<file path="config.mk">
export PLATFORM = sky130hd
export DESIGN_NAME = pci_arbiter_flat
export DESIGN_NICKNAME = d
export VERILOG_FILES = /design/src/rtl/pci_arbiter_if.sv /design/src/rtl/pci_arbiter.sv /design/src/flat_wrapper.sv
export SDC_FILE = /design/constraint.sdc
export NUM_CORES = 1
export LEC_CHECK = 0
export CORE_MARGIN = 2
export CORE_UTILIZATION = 35
export CTS_BUF_LIST = sky130_fd_sc_hd__clkbuf_4
export CTS_CLUSTER_SIZE = 24
export DETAILED_ROUTE_END_ITERATION = 8
export GPL_TIMING_DRIVEN = 0
export PLACE_DENSITY = 0.6
export SETUP_SLACK_MARGIN = 0.15
export SLEW_MARGIN = 10
export SYNTH_ARGS = -nofsm -noshare
export SYNTH_HDL_FRONTEND = slang
export SYNTH_SLANG_ARGS = --single-unit
</file>
<file path="constraint.sdc">
create_clock -name clk -period 2.6 [get_ports clk]
set_clock_uncertainty 0.05 [all_clocks]
set_input_delay 0.52 -clock clk [delete_from_list [all_inputs] [get_ports clk]]
set_output_delay 0.52 -clock clk [all_outputs]
set_load 0.01 [all_outputs]
</file>
<file path="src/rtl/pci_arbiter_if.sv">
// PCI arbitration bundle shared by the central arbiter and the bus controllers.
//   req         : per-master request, active-low (controller -> arbiter)
//   frame, irdy : bus control lines, active-low, observed by the arbiter
//   gnt         : per-master grant, active-low (arbiter -> controller)
//   owner       : index of the master currently granted or owning the bus
//   owner_valid : owner field is meaningful (grant offered or bus in use)
//   timeout     : one-cycle pulse when an unused grant is withdrawn
interface pci_arbiter_if #(
    parameter int NUM_MASTERS = 4
);
    logic [NUM_MASTERS-1:0] req;
    logic                   frame;
    logic                   irdy;
    logic [NUM_MASTERS-1:0] gnt;
    logic [1:0]             owner;
    logic                   owner_valid;
    logic                   timeout;

    modport slave (
        input  req,
        input  frame,
        input  irdy,
        output gnt,
        output owner,
        output owner_valid,
        output timeout
    );

    modport master (
        output req,
        output frame,
        output irdy,
        input  gnt,
        input  owner,
        input  owner_valid,
        input  timeout
    );
endinterface

</file>
<file path="src/rtl/pci_arbiter.sv">
// Central PCI bus arbiter: round-robin grant among up to four controllers,
// bus ownership tracked by snooping frame/irdy, unused grants withdrawn after
// GNT_TIMEOUT idle clocks. Never drives AD, C_BE, devsel or trdy.
//   clk   : bus clock, all state changes on the rising edge
//   rst_n : asynchronous active-low reset
//   bus   : arbitration bundle (req/frame/irdy in, gnt/owner/owner_valid/timeout out)
module pci_arbiter #(
    parameter int NUM_MASTERS = 4,
    parameter int GNT_TIMEOUT = 16
) (
    input  logic         clk,
    input  logic         rst_n,
    pci_arbiter_if.slave bus
);

    localparam int                TW         = (GNT_TIMEOUT > 1) ? $clog2(GNT_TIMEOUT) : 1;
    localparam logic [TW-1:0]     TIMER_LAST = TW'(GNT_TIMEOUT - 1);
    localparam logic [TW-1:0]     TIMER_MAX  = '1;
    localparam int unsigned       NM_U       = NUM_MASTERS;
    localparam logic [2:0]        NM3        = 3'(NUM_MASTERS);
    localparam logic [1:0]        LAST_RST   = 2'(NUM_MASTERS - 1);

    typedef enum logic [1:0] {
        S_IDLE,
        S_GRANT,
        S_ACTIVE,
        S_TURN
    } state_e;

    state_e                 state_q, state_d;
    logic [NUM_MASTERS-1:0] gnt_q, gnt_d;
    logic [1:0]             owner_q, owner_d;
    logic [1:0]             last_q, last_d;
    logic [TW-1:0]          timer_q, timer_d;
    logic                   timeout_q, timeout_d;

    // Requests widened to four active-high bits; absent masters never request.
    logic [3:0]             req_low;
    logic [2:0]             cand;
    logic [1:0]             winner;
    logic                   winner_found;
    logic                   bus_idle;
    logic                   owner_req;
    logic                   others_req;
    logic [3:0]             owner_oh4;

    assign req_low    = 4'(~bus.req);
    assign bus_idle   = bus.frame & bus.irdy;
    assign owner_oh4  = 4'b0001 << owner_q;
    assign owner_req  = req_low[owner_q];
    assign others_req = |(req_low & ~owner_oh4);

    // Rotating search starting just after the most recent grantee.
    always_comb begin
        winner       = last_q;
        winner_found = 1'b0;
        cand         = '0;
        for (int unsigned k = 1; k <= NM_U; k++) begin
            cand = {1'b0, last_q} + 3'(k);
            if (cand >= NM3) begin
                cand = cand - NM3;
            end
            if (!winner_found && req_low[cand[1:0]]) begin
                winner       = cand[1:0];
                winner_found = 1'b1;
            end
        end
    end

    // State register
    always_ff @(posedge clk or negedge rst_n) begin
        if (!rst_n) begin
            state_q   <= S_IDLE;
            gnt_q     <= '1;
            owner_q   <= '0;
            last_q    <= LAST_RST;
            timer_q   <= '0;
            timeout_q <= 1'b0;
        end else begin
            state_q   <= state_d;
            gnt_q     <= gnt_d;
            owner_q   <= owner_d;
            last_q    <= last_d;
            timer_q   <= timer_d;
            timeout_q <= timeout_d;
        end
    end

    // Next-state logic; frame beats withdrawal, which beats timeout.
    always_comb begin
        state_d   = state_q;
        owner_d   = owner_q;
        last_d    = last_q;
        timer_d   = timer_q;
        timeout_d = 1'b0;
        unique case (state_q)
            S_IDLE: begin
                if (winner_found) begin
                    state_d = S_GRANT;
                    owner_d = winner;
                    last_d  = winner;
                    timer_d = '0;
                end
            end
            S_GRANT: begin
                if (!bus.frame) begin
                    state_d = S_ACTIVE;
                end else if (!owner_req) begin
                    state_d = S_TURN;
                end else if (timer_q == TIMER_LAST) begin
                    state_d   = S_TURN;
                    timeout_d = 1'b1;
                end else if (timer_q != TIMER_MAX) begin
                    timer_d = timer_q + 1'b1;
                end
            end
            S_ACTIVE: begin
                if (bus_idle) begin
                    state_d = S_TURN;
                end
            end
            S_TURN: begin
                state_d = S_IDLE;
            end
            default: begin
                state_d = S_IDLE;
            end
        endcase
    end

    // Registered grant vector, derived from the state being entered.
    // In ACTIVE the grant is sticky-high: once dropped it never returns.
    always_comb begin
        gnt_d = '1;
        unique case (state_d)
            S_GRANT: begin
                gnt_d = ~NUM_MASTERS'(4'b0001 << owner_d);
            end
            S_ACTIVE: begin
                if (!gnt_q[owner_q] && owner_req && !others_req) begin
                    gnt_d = ~NUM_MASTERS'(owner_oh4);
                end
            end
            default: begin
                gnt_d = '1;
            end
        endcase
    end

    assign bus.gnt         = gnt_q;
    assign bus.owner       = owner_q;
    assign bus.owner_valid = (state_q == S_GRANT) || (state_q == S_ACTIVE);
    assign bus.timeout     = timeout_q;

endmodule

</file>
<file path="src/flat_wrapper.sv">
// flat-port wrapper written by rule: the top's interface ports become plain ports
module pci_arbiter_flat 
#(
    parameter int NUM_MASTERS = 4,
    parameter int GNT_TIMEOUT = 16
)
  (clk, rst_n, bus_req, bus_frame, bus_irdy, bus_gnt, bus_owner, bus_owner_valid, bus_timeout);
  pci_arbiter_if #(.NUM_MASTERS(NUM_MASTERS)) bus_i ();
  input  logic clk;
  input  logic rst_n;
  input wire logic [$bits(bus_i.req)-1:0] bus_req;
  input wire logic [$bits(bus_i.frame)-1:0] bus_frame;
  input wire logic [$bits(bus_i.irdy)-1:0] bus_irdy;
  output wire logic [$bits(bus_i.gnt)-1:0] bus_gnt;
  output wire logic [$bits(bus_i.owner)-1:0] bus_owner;
  output wire logic [$bits(bus_i.owner_valid)-1:0] bus_owner_valid;
  output wire logic [$bits(bus_i.timeout)-1:0] bus_timeout;
  assign bus_i.req = bus_req;
  assign bus_i.frame = bus_frame;
  assign bus_i.irdy = bus_irdy;
  assign bus_gnt = bus_i.gnt;
  assign bus_owner = bus_i.owner;
  assign bus_owner_valid = bus_i.owner_valid;
  assign bus_timeout = bus_i.timeout;
  pci_arbiter #(.NUM_MASTERS(NUM_MASTERS), .GNT_TIMEOUT(GNT_TIMEOUT)) u_core (.clk(clk), .rst_n(rst_n), .bus(bus_i));
endmodule
</file>
Yosys cells after proc, flatten, opt, wreduce, memory -nomap -nowiden
Index checks and enable logic that the tools add are counted.
- add/subtract/negate cells: 9
- $mul: 0
- divide/modulo/power cells: 0
- $lt $le $gt $ge: 9
- equality and inequality tests: 12
- shifts and indexed selects: 2
- multiplexer cells: 44
- bitwise gates (word level): 5
- reductions and logical operators: 16
- operator list (cell ; count):
    $mux 2 ; 15
    $mux 4 ; 6
    $pmux 4 s2 ; 2
    $lt 2x3->1 const B ; 5
    $mux 1 ; 14
    $bmux 1 s2 ; 6
    $ge 3x3->1 const B ; 4
    $not 4->4 ; 3
    $pmux 2 s4 ; 1
    $shl 1x2->4 const A ; 2
    $sub 2x1->2 const B ; 4
    $add 2x2->3 const B ; 2
    $eq 2x2->1 const B ; 3
    $ne 2x1->1 const B ; 3
    $reduce_and 6->1 ; 1
    $logic_and 1x1->1 ; 5
    $logic_not 1->1 ; 5
    $add 4x1->4 const B ; 1
    $and 4x4->4 ; 1
    $eq 2x1->1 const B ; 2
    $eq 4x4->1 const B ; 1
    $ne 2x2->1 const B ; 2
    $ne 4x4->1 const B ; 1
    $reduce_or 4->1 ; 1
    7 further kinds ; 7
- flip-flop bits (word level): 15
- bits in latches: 0
- memory bits (writable): 0
- memory bits (read-only): 0
- input port bits: 8
- output and inout bits: 8
- word-level logic and storage cells: 103
- memories: 0

Depth between registers and ports, before layout
Gate-level depths: netlist of the first run.
- word-level depth: 20
- gate-level depth with buffers: 12
- depth with buffers taken out: 11

Least setup slack after synthesis of the first run
OpenSTA, ideal clock, no wires.
- kind: in2reg
- start: input bus_req[3]
- end: register u_core.gnt_q[3], in the netlist u_core.bus.gnt[3]
- setup time: 0.077 ns
- arrival: 2.838 ns
- data required time: 2.473 ns
- path slack: -0.365 ns
- cell stages on the path: 10
- buffers on the path: 2
- path through: buf_6 -> mux4_2 -> or3_1 -> buf_6 -> o31ai_4 -> inv_2 -> ha_1 -> a2111oi_4 -> a31oi_1 -> a21o_1
- elaborated cells on any way between the ends: 42
- classes of those cells: eq/ne (2); shift (1); mux (26); bitwise (3); reduce/logical (10)
- RTL lines (element ; line ; text):
    start: declaration ; flat_wrapper.sv:11 ; input wire logic [$bits(bus_i.req)-1:0] bus_req;
    $not 4->4 (*) ; pci_arbiter.sv:47 ; assign req_low = 4'(~bus.req);
    $bmux 1 s2 ; pci_arbiter.sv:63 ; if (!winner_found && req_low[cand[1:0]]) begin
    $mux 1 (not written as such) ; pci_arbiter.sv:63 ;
    $mux 1 ; pci_arbiter.sv:63 ;
    $logic_not 1->1 ; pci_arbiter.sv:63 ;
    $logic_and 1x1->1 ; pci_arbiter.sv:63 ;
    $mux 1 ; pci_arbiter.sv:63 ;
    $logic_not 1->1 ; pci_arbiter.sv:63 ;
    [... 3 more ...] ; n/a ;
    $logic_and 1x1->1 ; pci_arbiter.sv:63 ;
    $mux 1 ; pci_arbiter.sv:63 ;
    $mux 2 ; pci_arbiter.sv:98 ; if (winner_found) begin
    $pmux 2 s4 (*) ; pci_arbiter.sv:96 ; unique case (state_q)
    net u_core.state_d[1] ; pci_arbiter.sv:30 ; state_e state_q, state_d;
    $eq 2x2->1 or $eq 2x1->1 (tied branches) ; pci_arbiter.sv:135 ; unique case (state_d)
    $pmux 4 s2 (*) ; pci_arbiter.sv:135 ;
    net u_core.gnt_d[3] ; pci_arbiter.sv:31 ; logic [NUM_MASTERS-1:0] gnt_q, gnt_d;
    end signal: assignment ; pci_arbiter.sv:81 ; gnt_q <= gnt_d;
    end: declaration ; pci_arbiter.sv:31 ;
Mark *: on every way through the listed nets, which the timed path passes. The rest lies on a longest branch. The select of a mux whose other input is x is not followed.
A chain may end at the register's enable or synchronous reset.

Final worst setup path of the first run
- start: register u_core.owner_q[0], in the netlist u_core.bus.owner[0]
- end: register u_core.gnt_q[3], in the netlist u_core.bus.gnt[3]
- elaborated cells on any way between the ends: 23
- classes of those cells: eq/ne (2); shift (2); mux (11); bitwise (3); reduce/logical (5)
- RTL lines (element ; line ; text):
    start: declaration ; pci_arbiter.sv:32 ; logic [1:0] owner_q, owner_d;
    start signal: assignment ; pci_arbiter.sv:82 ; owner_q <= owner_d;
    $bmux 1 s2 (*) ; pci_arbiter.sv:50 ; assign owner_req = req_low[owner_q];
    $mux 1 (not written as such) (*) ; pci_arbiter.sv:50 ;
    $mux 2 (*) ; pci_arbiter.sv:108 ; end else if (!owner_req) begin
    $mux 2 (*) ; pci_arbiter.sv:106 ; if (!bus.frame) begin
    $pmux 2 s4 (*) ; pci_arbiter.sv:96 ;
    net u_core.state_d[1] ; pci_arbiter.sv:30 ;
    $eq 2x2->1 or $eq 2x1->1 (tied branches) ; pci_arbiter.sv:135 ;
    $pmux 4 s2 (*) ; pci_arbiter.sv:135 ;
    net u_core.gnt_d[3] ; pci_arbiter.sv:31 ;
Marks and branches as above.

==> impl_metrics.env, run 1 <==
export IMPL_coreArea_mm2=0.003284
export IMPL_postSynthAreaPerCell_um2=9.374
export IMPL_fmax_mhz=370.7
export IMPL_cts_sinks=15
export IMPL_hold_path_cell_count=3
export IMPL_rr_startpoint="u_core.bus.owner[0]$_DFF_PN0_"
export IMPL_wl_per_cell_um=14.03
export IMPL_fin_ws_ns=-0.09732
export IMPL_vdd_ir_drop_worst_mv=0.6071
export IMPL_cts_root_buf="clkbuf_4"
export IMPL_fin_crit_ns=2.697
export IMPL_nets=172
export IMPL_hold_violations=0
export IMPL_ys_seq_area_share_pct=32.42
export IMPL_reg2reg_depth=9
export IMPL_initial_core_util_pct=35.96
export IMPL_grt_pass1_vias=1055
export IMPL_vias_per_cell=5.495
export IMPL_drive_gt1_share_pct=27.56
export IMPL_leakagePower_nw=0.6549
export IMPL_hpwlAfterDp_um=1987
export IMPL_min_period_over_period_pct=103.7
export IMPL_fin_area_mm2=0.001516
export IMPL_cts_buffers=3
export IMPL_wirelength_um=2834
export IMPL_drc=0
export IMPL_hp_start="bus_req[2]"
export IMPL_htreeDepth=1
export IMPL_area_delta_synth_final_pct=28.39
export IMPL_cts_tree="built"
export IMPL_grt_pass1_wl_um=4643
export IMPL_path_cells="mux4_2 > or3_4 > buf_6 > o31ai_4 > inv_2 > ha_4 > a2111oi_4 > a31oi_1 > a21o_1"
export IMPL_holdBufCountCts=0
export IMPL_path_clk_slew_ns=0.09
export IMPL_ant_nets=0
export IMPL_syn_area_mm2=0.001181
export IMPL_grt_max_degree=16
export IMPL_diodes=0
export IMPL_synth_nets=141
export IMPL_cp_start_kind="flop"
export IMPL_holdPathEnd="u_core.last_q[0]$_DFFE_PN1P_"
export IMPL_cts_buffer_depth=2
export IMPL_ios=16
export IMPL_hold_path_class="in -> reg"
export IMPL_power_density_mw_per_mm2=1274
export IMPL_cp_arrival_ns=2.87
export IMPL_die_h_um=62.09
export IMPL_cap_violations=0
export IMPL_fp_dieW_um=62.09
export IMPL_critPathTopFamily="compound AO/OA/AOI/OAI gates"
export IMPL_worstReg2RegEnd="u_core.bus.gnt[3]$_DFF_PN1_"
export IMPL_worst_path_max_delay_cell="mux4_2"
export IMPL_end_kind="flop"
export IMPL_yosysWarnings=0
export IMPL_setup_violations_final=4
export IMPL_r2r_setup_slack_ns=-0.1
export IMPL_path_class="reg -> reg"
export IMPL_placed_area_mm2=0.001375
export IMPL_rsz0062_at_grt="yes"
export IMPL_topRoutingLayerUsed="met4"
export IMPL_gr_total_overflow=0
export IMPL_violations="setup timing"
export IMPL_met3_length_um=114
export IMPL_gr_usage_all_layers_pct=16.30
export IMPL_synth_seq_cells=15
export IMPL_worstMarginPinSlew_ns=0.7198
export IMPL_clk_latency_ns=0.29
export IMPL_cp_required_ns=2.77
export IMPL_finalWeightedCongestion=0.8362
export IMPL_drv_slew=0
export IMPL_vias=1110
export IMPL_critPathMaxFanout=4
export IMPL_timing_slew_headroom_pct=51.86
export IMPL_p_total_mw=1.932
export IMPL_status="finished with violations"
export IMPL_synthCells=126
export IMPL_wl_met1_um=1219
export IMPL_die_area_mm2=0.003855
export IMPL_antenna_found_initial=0
export IMPL_synth_cell_type_count=48
export IMPL_rows=21
export IMPL_wl_met2_um=1476
export IMPL_first_pass_iters=4
export IMPL_drtIter0Drc=70
export IMPL_portBuffers=12
export IMPL_critPathMaxStageDelay_ns=0.54
export IMPL_critPathBufInv=2
flip-flops by register name, summed over array words and instances, names as in the netlist:
| name | cells |
|---|---|
| u_core.bus.timeout | 1 |
| u_core.bus.gnt | 4 |
| u_core.timer_q | 4 |
| u_core.last_q | 2 |
| u_core.bus.owner | 2 |
| u_core.state_q | 2 |
timing repair:
action                     in CTS  in global routing
gates resized for setup         5                  3
pin swaps                       3                  5
hold endpoints to repair        0                  0
buffers inserted               11                  3
setup endpoints to repair       4                  4
metal layers:
| metal | global-route usage [%] | up-vias |
|---|---|---|
| li1 | - | 533 |
| met3 | 4.555 | 4 |
| met1 | 19.01 | 550 |
| met4 | 4.255 | 0 |
| met2 | 29.17 | 23 |
| met5 | 0 | - |
stage by stage:
step / setup TNS (ns) / instances / hold WS, ns / util (%) / worst slack (ns)
2_1_floorplan: -0.8809 / 126 / 0.1744 / - / -0.2336
3_3_place_gp: -3.220 / 184 / 0.4895 / 41.87 / -0.8186
3_5_place_dp: -3.302 / 184 / 0.4874 / 41.87 / -0.8417
4_1_cts: -0.4206 / 199 / 0.4951 / 45.14 / -0.1228
5_1_grt: -0.6880 / 202 / 0.5126 / 46.17 / -0.1930
6_report: -0.2975 / 202 / 0.4982 / 46.17 / -0.09732
cell families after synthesis:
logic type | share of synthesized area, %
AO/OA/AOI/OAI | 30.51
multiplexers | 2.754
XOR/XNOR | 0.7417
buffers and inverters | 8.686
AND/OR/NAND/NOR | 17.48
adder cells (fa/ha/maj) | 7.415
flip-flops | 32.42
where the power goes:
part	total, mW	internal, mW	switching [mW]
logic	1.35	0.672	0.676
registers	0.437	0.364	0.0726
clock network	0.147	0.0700	0.0773
total	1.93	1.11	0.826
worst register-to-register path, stage by stage (launching register included):
cell and delay (ns):
dfrtp_1 0.38, mux4_2 0.54, or3_4 0.35, buf_6 0.13, o31ai_4 0.19, inv_2 0.08, ha_4 0.23, a2111oi_4 0.37
a31oi_1 0.14, a21o_1 0.17
worst max path at each step:
stage / from / end / slack (ns) / cells past startpoint
2_1_floorplan: bus_req[3] / u_core.bus.gnt[3]$_DFF_PN1_ / -0.23 / 10
3_3_place_gp: bus_req[0] / u_core.bus.gnt[3]$_DFF_PN1_ / -0.82 / 10
3_5_place_dp: bus_req[0] / u_core.bus.gnt[3]$_DFF_PN1_ / -0.84 / 10
4_1_cts: u_core.bus.owner[0]$_DFF_PN0_ / u_core.bus.gnt[3]$_DFF_PN1_ / -0.12 / 9
5_1_grt: u_core.bus.owner[0]$_DFF_PN0_ / u_core.bus.gnt[3]$_DFF_PN1_ / -0.19 / 9
6_report: u_core.bus.owner[0]$_DFF_PN0_ / u_core.bus.gnt[3]$_DFF_PN1_ / -0.1 / 9
cells in the final DEF, fill, tap and decap left out, types with 3 or more instances in the layout:
cell / count
a21o_1: 6
a21oi_1: 7
a22o_1: 3
a22oi_1: 4
buf_4: 14
buf_6: 4
clkbuf_4: 4
clkdlybuf4s50_1: 11
dfrtp_1: 9
dfstp_2: 6
ha_1: 5
inv_1: 8
nand2_1: 10
nor2_1: 8
nor2b_1: 4
o21ai_0: 4
cell type report:
cell class	instances	area (µm²)
Tap cell	46	57.56
Fill cell	325	1768
Sequential cell	15	382.9
Timing Repair Buffer	26	220.2
Clock buffer	4	30.03
Inverter	9	33.78
Buffer	8	72.57
Multi-Input combinational cell	94	719.4
synth_stat cells (all sizes together):
cell,instances,share of area [%]
a2111oi,1,2.3
a211oi,2,1.3
a21boi,1,0.64
a21o,6,3.8
a21oi,7,3.0
a22o,3,2.2
a22oi,4,2.5
a2bb2oi,2,1.5
a31oi,1,0.53
a32oi,1,0.74
and3,3,1.7
buf,6,5.2
clkbuf,2,0.64
dfrtp,9,19
dfstp,6,13
ha,7,7.4
inv,9,2.9
mux2i,1,0.85
mux4,1,1.9
nand2,11,3.7
nand3,2,0.85
nand3b,1,0.64
nand4,2,1.1
nand4b,1,0.74
nor2,8,2.5
nor2b,4,2.1
nor3,2,0.85
nor3b,1,0.64
nor4b,1,0.74
nor4bb,1,0.85
o2111ai,1,0.74
o211a,1,0.85
o211ai,2,1.7
o21a,1,0.64
o21ai,6,2.5
o311ai,3,2.2
o31ai,1,1.8
o41ai,2,1.5
or2,1,0.53
or3,1,0.53
xnor2,1,0.74
(Power assumes the default switching activity.)
==> inputs of run 2 (changes only) <==
Settings changed: CTS_CLUSTER_DIAMETER set to 150, PLACE_DENSITY 0.6 to 0.58, SETUP_SLACK_MARGIN 0.15 to unset.
Clock period 2.6 ns to 3 ns, I/O delays scaled along.
==> run 2 against run 1 <==
Against the previous run:
- the run now ends clean
- combinational power fell by 28%
- design area fell by 8.2%
- via count fell by 11%
- sequential cell count did not move
- count of clock-buffer cells in the layout did not move
- critical path type is now in -> reg
- critical endpoint unchanged
- largest cell class unchanged
- highest routed layer unchanged
==> impl_metrics.env, run 2 (synthesis results as in run 1) <==
export IMPL_cp_arrival_ns=3.01
export IMPL_p_switching_mw=0.6547
export IMPL_cp_start_kind="input pin"
export IMPL_leakagePower_nw=0.5909
export IMPL_initial_core_util_pct=35.96
export IMPL_grt_pass1_wl_um=4167
export IMPL_dpl_worst_slack_ns=-0.6019
export IMPL_antenna_found_initial=0
export IMPL_vias=992
export IMPL_die_area_mm2=0.003855
export IMPL_fp_dieW_um=62.09
export IMPL_path_class="in -> reg"
export IMPL_wirelength_um=2471
export IMPL_fin_ws_ns=0.1640
export IMPL_path_clk_slew_ns=0.10
export IMPL_fin_area_mm2=0.001393
export IMPL_finalWeightedCongestion=0.8293
export IMPL_coreArea_mm2=0.003284
export IMPL_final_common_cell="clkdlybuf4s50_1"
export IMPL_status="complete, no violations"
export IMPL_p_int_mw=0.8278
export IMPL_hold_violations=0
export IMPL_wl_per_cell_um=13.07
export IMPL_ios=16
export IMPL_rows=21
export IMPL_placed_area_mm2=0.001359
export IMPL_clk_latency_ns=0.28
export IMPL_drtIter0Drc=20
export IMPL_gr_usage_all_layers_pct=14.54
export IMPL_drive_gt1_share_pct=18.88
export IMPL_hpwlAfterDp_um=1853
export IMPL_rsz0062_at_grt="no"
export IMPL_stdcell_count=189
export IMPL_worstMarginPinSlew_ns=0.7392
export IMPL_critPathMaxFanout=5
export IMPL_grt_max_degree=16
export IMPL_critPathMaxStageDelay_ns=0.51
export IMPL_worst_path_max_delay_cell="clkdlybuf4s50_1"
export IMPL_first_pass_iters=4
export IMPL_nets=159
export IMPL_timing_slew_headroom_pct=50.57
export IMPL_cap_violations=0
export IMPL_portBuffers=12
export IMPL_path_cells="clkdlybuf4s50_1 > inv_1 > or3_1 > buf_6 > o31ai_4 > inv_2 > ha_1 > a2111oi_4 > a31oi_1 > a21o_1"
export IMPL_area_delta_synth_final_pct=17.90
export IMPL_ant_nets=0
export IMPL_comb_power_share_pct=65.2
export IMPL_hold_path_class="reg -> reg"
export IMPL_min_period_over_period_pct=94.53
export IMPL_cts_tree="built"
export IMPL_fin_crit_ns=2.836
export IMPL_diodes=0
export IMPL_vdd_ir_drop_worst_mv=0.5596
export IMPL_whs_ns=0.5139
export IMPL_cp_required_ns=3.17
export IMPL_cts_buffers=3
export IMPL_end_kind="flop"
export IMPL_power_density_mw_per_mm2=1065
export IMPL_grt_pass1_vias=909
export IMPL_holdBufCountCts=0
export IMPL_switching_share_pct=44.16
export IMPL_die_h_um=62.09
export IMPL_gr_total_overflow=0
export IMPL_p_clk_share_pct=8.7
export IMPL_mostFrequentLayoutCells="11 x clkdlybuf4s50_1, 10 x nand2_1, 8 x inv_1, 8 x nor2_1, 8 x dfrtp_1"
export IMPL_drc=0
export IMPL_vias_per_cell=5.249
export IMPL_setup_violations_final=0
export IMPL_cts_root_buf="clkbuf_4"
export IMPL_dpl_cell_count=184
export IMPL_p_total_mw=1.483
export IMPL_fmax_mhz=352.6
export IMPL_cts_sinks=15
export IMPL_cts_buffer_depth=2
export IMPL_seq_power_share_pct=26.1
export IMPL_htreeDepth=1
export IMPL_drv_slew=0
[run 2: cell count changes in the layout (fill, tap and decap cells not counted), sizes merged]
cell,change
clkbuf,+1
buf,-14
[run 2: cell type report]
class / instances / area (µm²)
flip-flops and latches: 15 / 384.1
plain buffers: 8 / 68.82
well taps: 46 / 57.56
repair buffers: 13 / 122.6
fillers: 322 / 1892
inverters: 9 / 33.78
clock buffers: 4 / 30.03
multi-input cells: 94 / 695.7
[run 2: path summary, 6_finish.rpt]
kind | to | startpoint | slack, ns | depth (start not counted)
worst min-delay path | u_core.last_q[1]$_DFFE_PN1P_ | u_core.last_q[1]$_DFFE_PN1P_ | 0.51 | 1
worst max-delay path | u_core.bus.gnt[3]$_DFF_PN1_ | bus_frame | 0.16 | 10
min in group asynchronous | u_core.bus.owner[1]$_DFF_PN0_ | rst_n | 0.70 | 1
max in group asynchronous | u_core.bus.owner[0]$_DFF_PN0_ | rst_n | 1.70 | 1
worst min register to register | u_core.last_q[1]$_DFFE_PN1P_ | u_core.last_q[1]$_DFFE_PN1P_ | 0.51 | 1
worst max register to register | u_core.bus.gnt[3]$_DFF_PN1_ | u_core.timer_q[0]$_DFFE_PN0P_ | 0.17 | 10
[run 2: critical path: cells and delay by family]
family          cells  cell delay, ns
buf+inv             4            0.82
compound gates      4            0.89
fa+ha+maj           1            0.32
simple gates        1            0.38
[run 2: timing repair]
item	in CTS	in global routing
endpoints found under the setup margin	4	4
resized for setup	1	3
pin swaps	0	1
buffers inserted	1	0
[run 2: layer usage]
| metal | routed length (µm) | GRT usage [%] | up-vias |
|---|---|---|---|
| met1 | 1305 | 21.56 | 477 |
| met4 | 12 | 4.559 | 0 |
| li1 | - | - | 504 |
| met5 | 0 | 0 | - |
| met3 | 40 | 1.863 | 2 |
| met2 | 1112 | 21.88 | 9 |
[run 2: through the flow]
| stage | setup TNS (ns) | util, % |
|---|---|---|
| 2_1_floorplan | 0 | - |
| 3_3_place_gp | -2.385 | 41.37 |
| 3_5_place_dp | -2.375 | 41.37 |
| 4_1_cts | 0 | 42.48 |
| 5_1_grt | 0 | 42.40 |
| 6_report | 0 | 42.40 |
[run 2: power groups by stage]
| stage | sequential [mW] | combinational, mW | clock (mW) |
|---|---|---|---|
| 4_1_cts | 0.386 | 0.969 | 0.136 |
| 6_report | 0.388 | 0.967 | 0.128 |
| 3_5_place_dp | 0.390 | 0.955 | 0 |
| 3_3_place_gp | 0.389 | 0.945 | 0 |
| 5_1_grt | 0.398 | 1.08 | 0.144 |
| 2_1_floorplan | 0.394 | 0.702 | 0 |
==> inputs of run 3 (changes only) <==
Settings changed: CORE_MARGIN 2 to 3, CTS_CLUSTER_DIAMETER 150 to 100.
==> run 3 against run 2 <==
Against the previous run:
- count of clock-buffer cells in the layout stayed put
- core utilization is 2.5 points higher
- final cell count is 1.1% lower
- sequential share of layout area is 0.33 points lower
- register-to-register slack hardly changed
- global-route usage is 1.7 points lower
- critical path depth is 1 lower
- total power is 3.6% higher
- non-clock buffer count stayed put
- clock power is 4% lower
- critical path type is now reg -> reg
==> impl_metrics.env, run 3 (synthesis results as in run 1) <==
export IMPL_die_area_mm2=0.004108
export IMPL_wl_per_cell_um=13.64
export IMPL_p_switching_mw=0.6814
export IMPL_grt_pass1_vias=935
export IMPL_worstMarginPinSlew_ns=0.6732
export IMPL_vdd_ir_drop_worst_mv=0.5435
export IMPL_cts_buffer_depth=2
export IMPL_holdBufCountCts=0
export IMPL_top_usage_layer="met2"
export IMPL_cts_tree="built"
export IMPL_n_fill_cell=302
export IMPL_coreArea_mm2=0.003128
export IMPL_p_int_mw=0.8552
export IMPL_setup_violations_final=0
export IMPL_area_delta_synth_final_pct=18.96
export IMPL_register_area_um2=382.9
export IMPL_htreeDepth=1
export IMPL_first_pass_iters=4
export IMPL_post_route_util_pct=44.92
export IMPL_antenna_found_initial=0
export IMPL_cp_endpoint="u_core.bus.gnt[3]$_DFF_PN1_"
export IMPL_mostFrequentLayoutCells="11 x clkdlybuf4s50_1, 10 x nand2_1, 9 x dfrtp_1"
export IMPL_cts_sinks=15
export IMPL_drc=0
export IMPL_drv_slew=0
export IMPL_grt_max_degree=16
export IMPL_status="complete, no violations"
export IMPL_rsz0062_at_grt="no"
export IMPL_wirelength_um=2550
export IMPL_hpwlAfterDp_um=1931
export IMPL_path_class="reg -> reg"
export IMPL_diodes=0
export IMPL_grt_pass1_wl_um=4229
export IMPL_switching_share_pct=44.34
export IMPL_critPathMaxFanout=5
export IMPL_use_met1_pct=16.14
export IMPL_worst_path_max_delay_cell="mux4_2"
export IMPL_power_density_mw_per_mm2=1094
export IMPL_fin_area_mm2=0.001405
export IMPL_path_clk_slew_ns=0.08
export IMPL_cts_root_buf="clkbuf_4"
export IMPL_timing_slew_headroom_pct=54.98
export IMPL_grtUsageMet2_pct=21.94
export IMPL_drive_gt1_share_pct=19.58
export IMPL_rows=20
export IMPL_ant_nets=0
export IMPL_hold_path_class="reg -> reg"
export IMPL_r2r_setup_slack_ns=0.17
export IMPL_placed_area_mm2=0.001356
export IMPL_fmax_mhz=353.2
export IMPL_comb_power_share_pct=66.9
export IMPL_final_common_cell="clkdlybuf4s50_1"
export IMPL_worstReg2RegEnd="u_core.bus.gnt[3]$_DFF_PN1_"
export IMPL_rr_startpoint="u_core.bus.owner[0]$_DFF_PN0_"
export IMPL_drtIter0Drc=48
export IMPL_grt_use_met3_pct=4.394
export IMPL_min_period_over_period_pct=94.39
export IMPL_initial_core_util_pct=37.76
export IMPL_p_clk_share_pct=8.0
export IMPL_p_total_mw=1.537
export IMPL_cts_buffers=3
export IMPL_gr_total_overflow=0
export IMPL_gr_usage_all_layers_pct=12.87
export IMPL_portBuffers=12
export IMPL_path_cells="mux4_2 > or3_1 > buf_6 > o31ai_4 > inv_2 > ha_4 > a2111oi_4 > a31oi_1 > a21o_1"
export IMPL_cp_arrival_ns=3.00
export IMPL_fp_dieW_um=64.09
export IMPL_multi_input_area_um2=711.9
export IMPL_die_h_um=64.09
export IMPL_fin_crit_ns=2.832
export IMPL_vias=1016
export IMPL_cap_violations=0
export IMPL_critPathBufInv=2
export IMPL_critPathTopFamily="compound AO/OA/AOI/OAI gates"
export IMPL_hold_violations=0
export IMPL_leakagePower_nw=0.5927
export IMPL_crit_path_start="u_core.bus.owner[0]$_DFF_PN0_"
export IMPL_seq_power_share_pct=25.1
export IMPL_reg2reg_depth=9
export IMPL_cp_start_kind="flop"
export IMPL_end_kind="flop"
export IMPL_final_setup_tns_ns=0
export IMPL_critPathMaxStageDelay_ns=0.55
export IMPL_nets=159
export IMPL_cp_required_ns=3.17
export IMPL_vias_per_cell=5.433
export IMPL_ios=16
export IMPL_cp_depth=9
export IMPL_clk_latency_ns=0.28
export IMPL_finalWeightedCongestion=0.7851
[run 3: cell counts in the layout (fill, tap and decap cells not counted)]
No cell type changed its count.
[run 3: how the worst min path moves through the flow]
stage	depth (start not counted)	startpoint	to	slack (ns)
after floorplan	0	rst_n	u_core.bus.owner[0]$_DFF_PN0_	0.25
after global placement	1	u_core.timer_q[3]$_DFFE_PN0P_	u_core.timer_q[3]$_DFFE_PN0P_	0.48
after detailed placement	1	u_core.timer_q[3]$_DFFE_PN0P_	u_core.timer_q[3]$_DFFE_PN0P_	0.48
after CTS	1	u_core.last_q[1]$_DFFE_PN1P_	u_core.last_q[1]$_DFFE_PN1P_	0.50
after global routing	1	u_core.last_q[1]$_DFFE_PN1P_	u_core.last_q[1]$_DFFE_PN1P_	0.52
final	1	u_core.last_q[1]$_DFFE_PN1P_	u_core.last_q[1]$_DFFE_PN1P_	0.50
[run 3: metal layers]
metal  part of all wire, %  routed length, µm
met2                    50               1277
met4                  0.47                 12
met1                    43               1093
met3                   6.5                166
met5                     0                  0
[run 3: cell type report]
cell class | count | share of cell area [%]
plain buffers | 8 | 4.898
well taps | 44 | 3.918
repair buffers | 13 | 8.727
inverters | 9 | 2.404
multi-input cells | 94 | 50.67
clock buffers | 4 | 2.137
flip-flops and latches | 15 | 27.25
[run 3: power by group through the flow]
stage	clock [mW]	sequential (mW)	combinational, mW
6_report	0.123	0.385	1.03
5_1_grt	0.137	0.398	1.14
4_1_cts	0.128	0.385	1.03
3_5_place_dp	0	0.387	0.973
3_3_place_gp	0	0.388	0.952
2_1_floorplan	0	0.394	0.702
[run 3: timing repair]
| action | 4_1_cts | 5_1_grt |
|---|---|---|
| gates resized for setup | 2 | 4 |
| endpoints found under the setup margin | 4 | 4 |
| endpoints found under the hold margin | 0 | 0 |
| buffers inserted | 1 | 0 |
| pin swaps | 1 | 1 |
[run 3: through the flow]
step | cells | hold WS [ns] | worst slack (ns)
2_1_floorplan | 126 | 0.2544 | 0.001017
3_3_place_gp | 182 | 0.4812 | -0.6102
3_5_place_dp | 182 | 0.4811 | -0.6636
4_1_cts | 187 | 0.5022 | 0.003950
5_1_grt | 187 | 0.5201 | 0.05576
6_report | 187 | 0.4984 | 0.1684
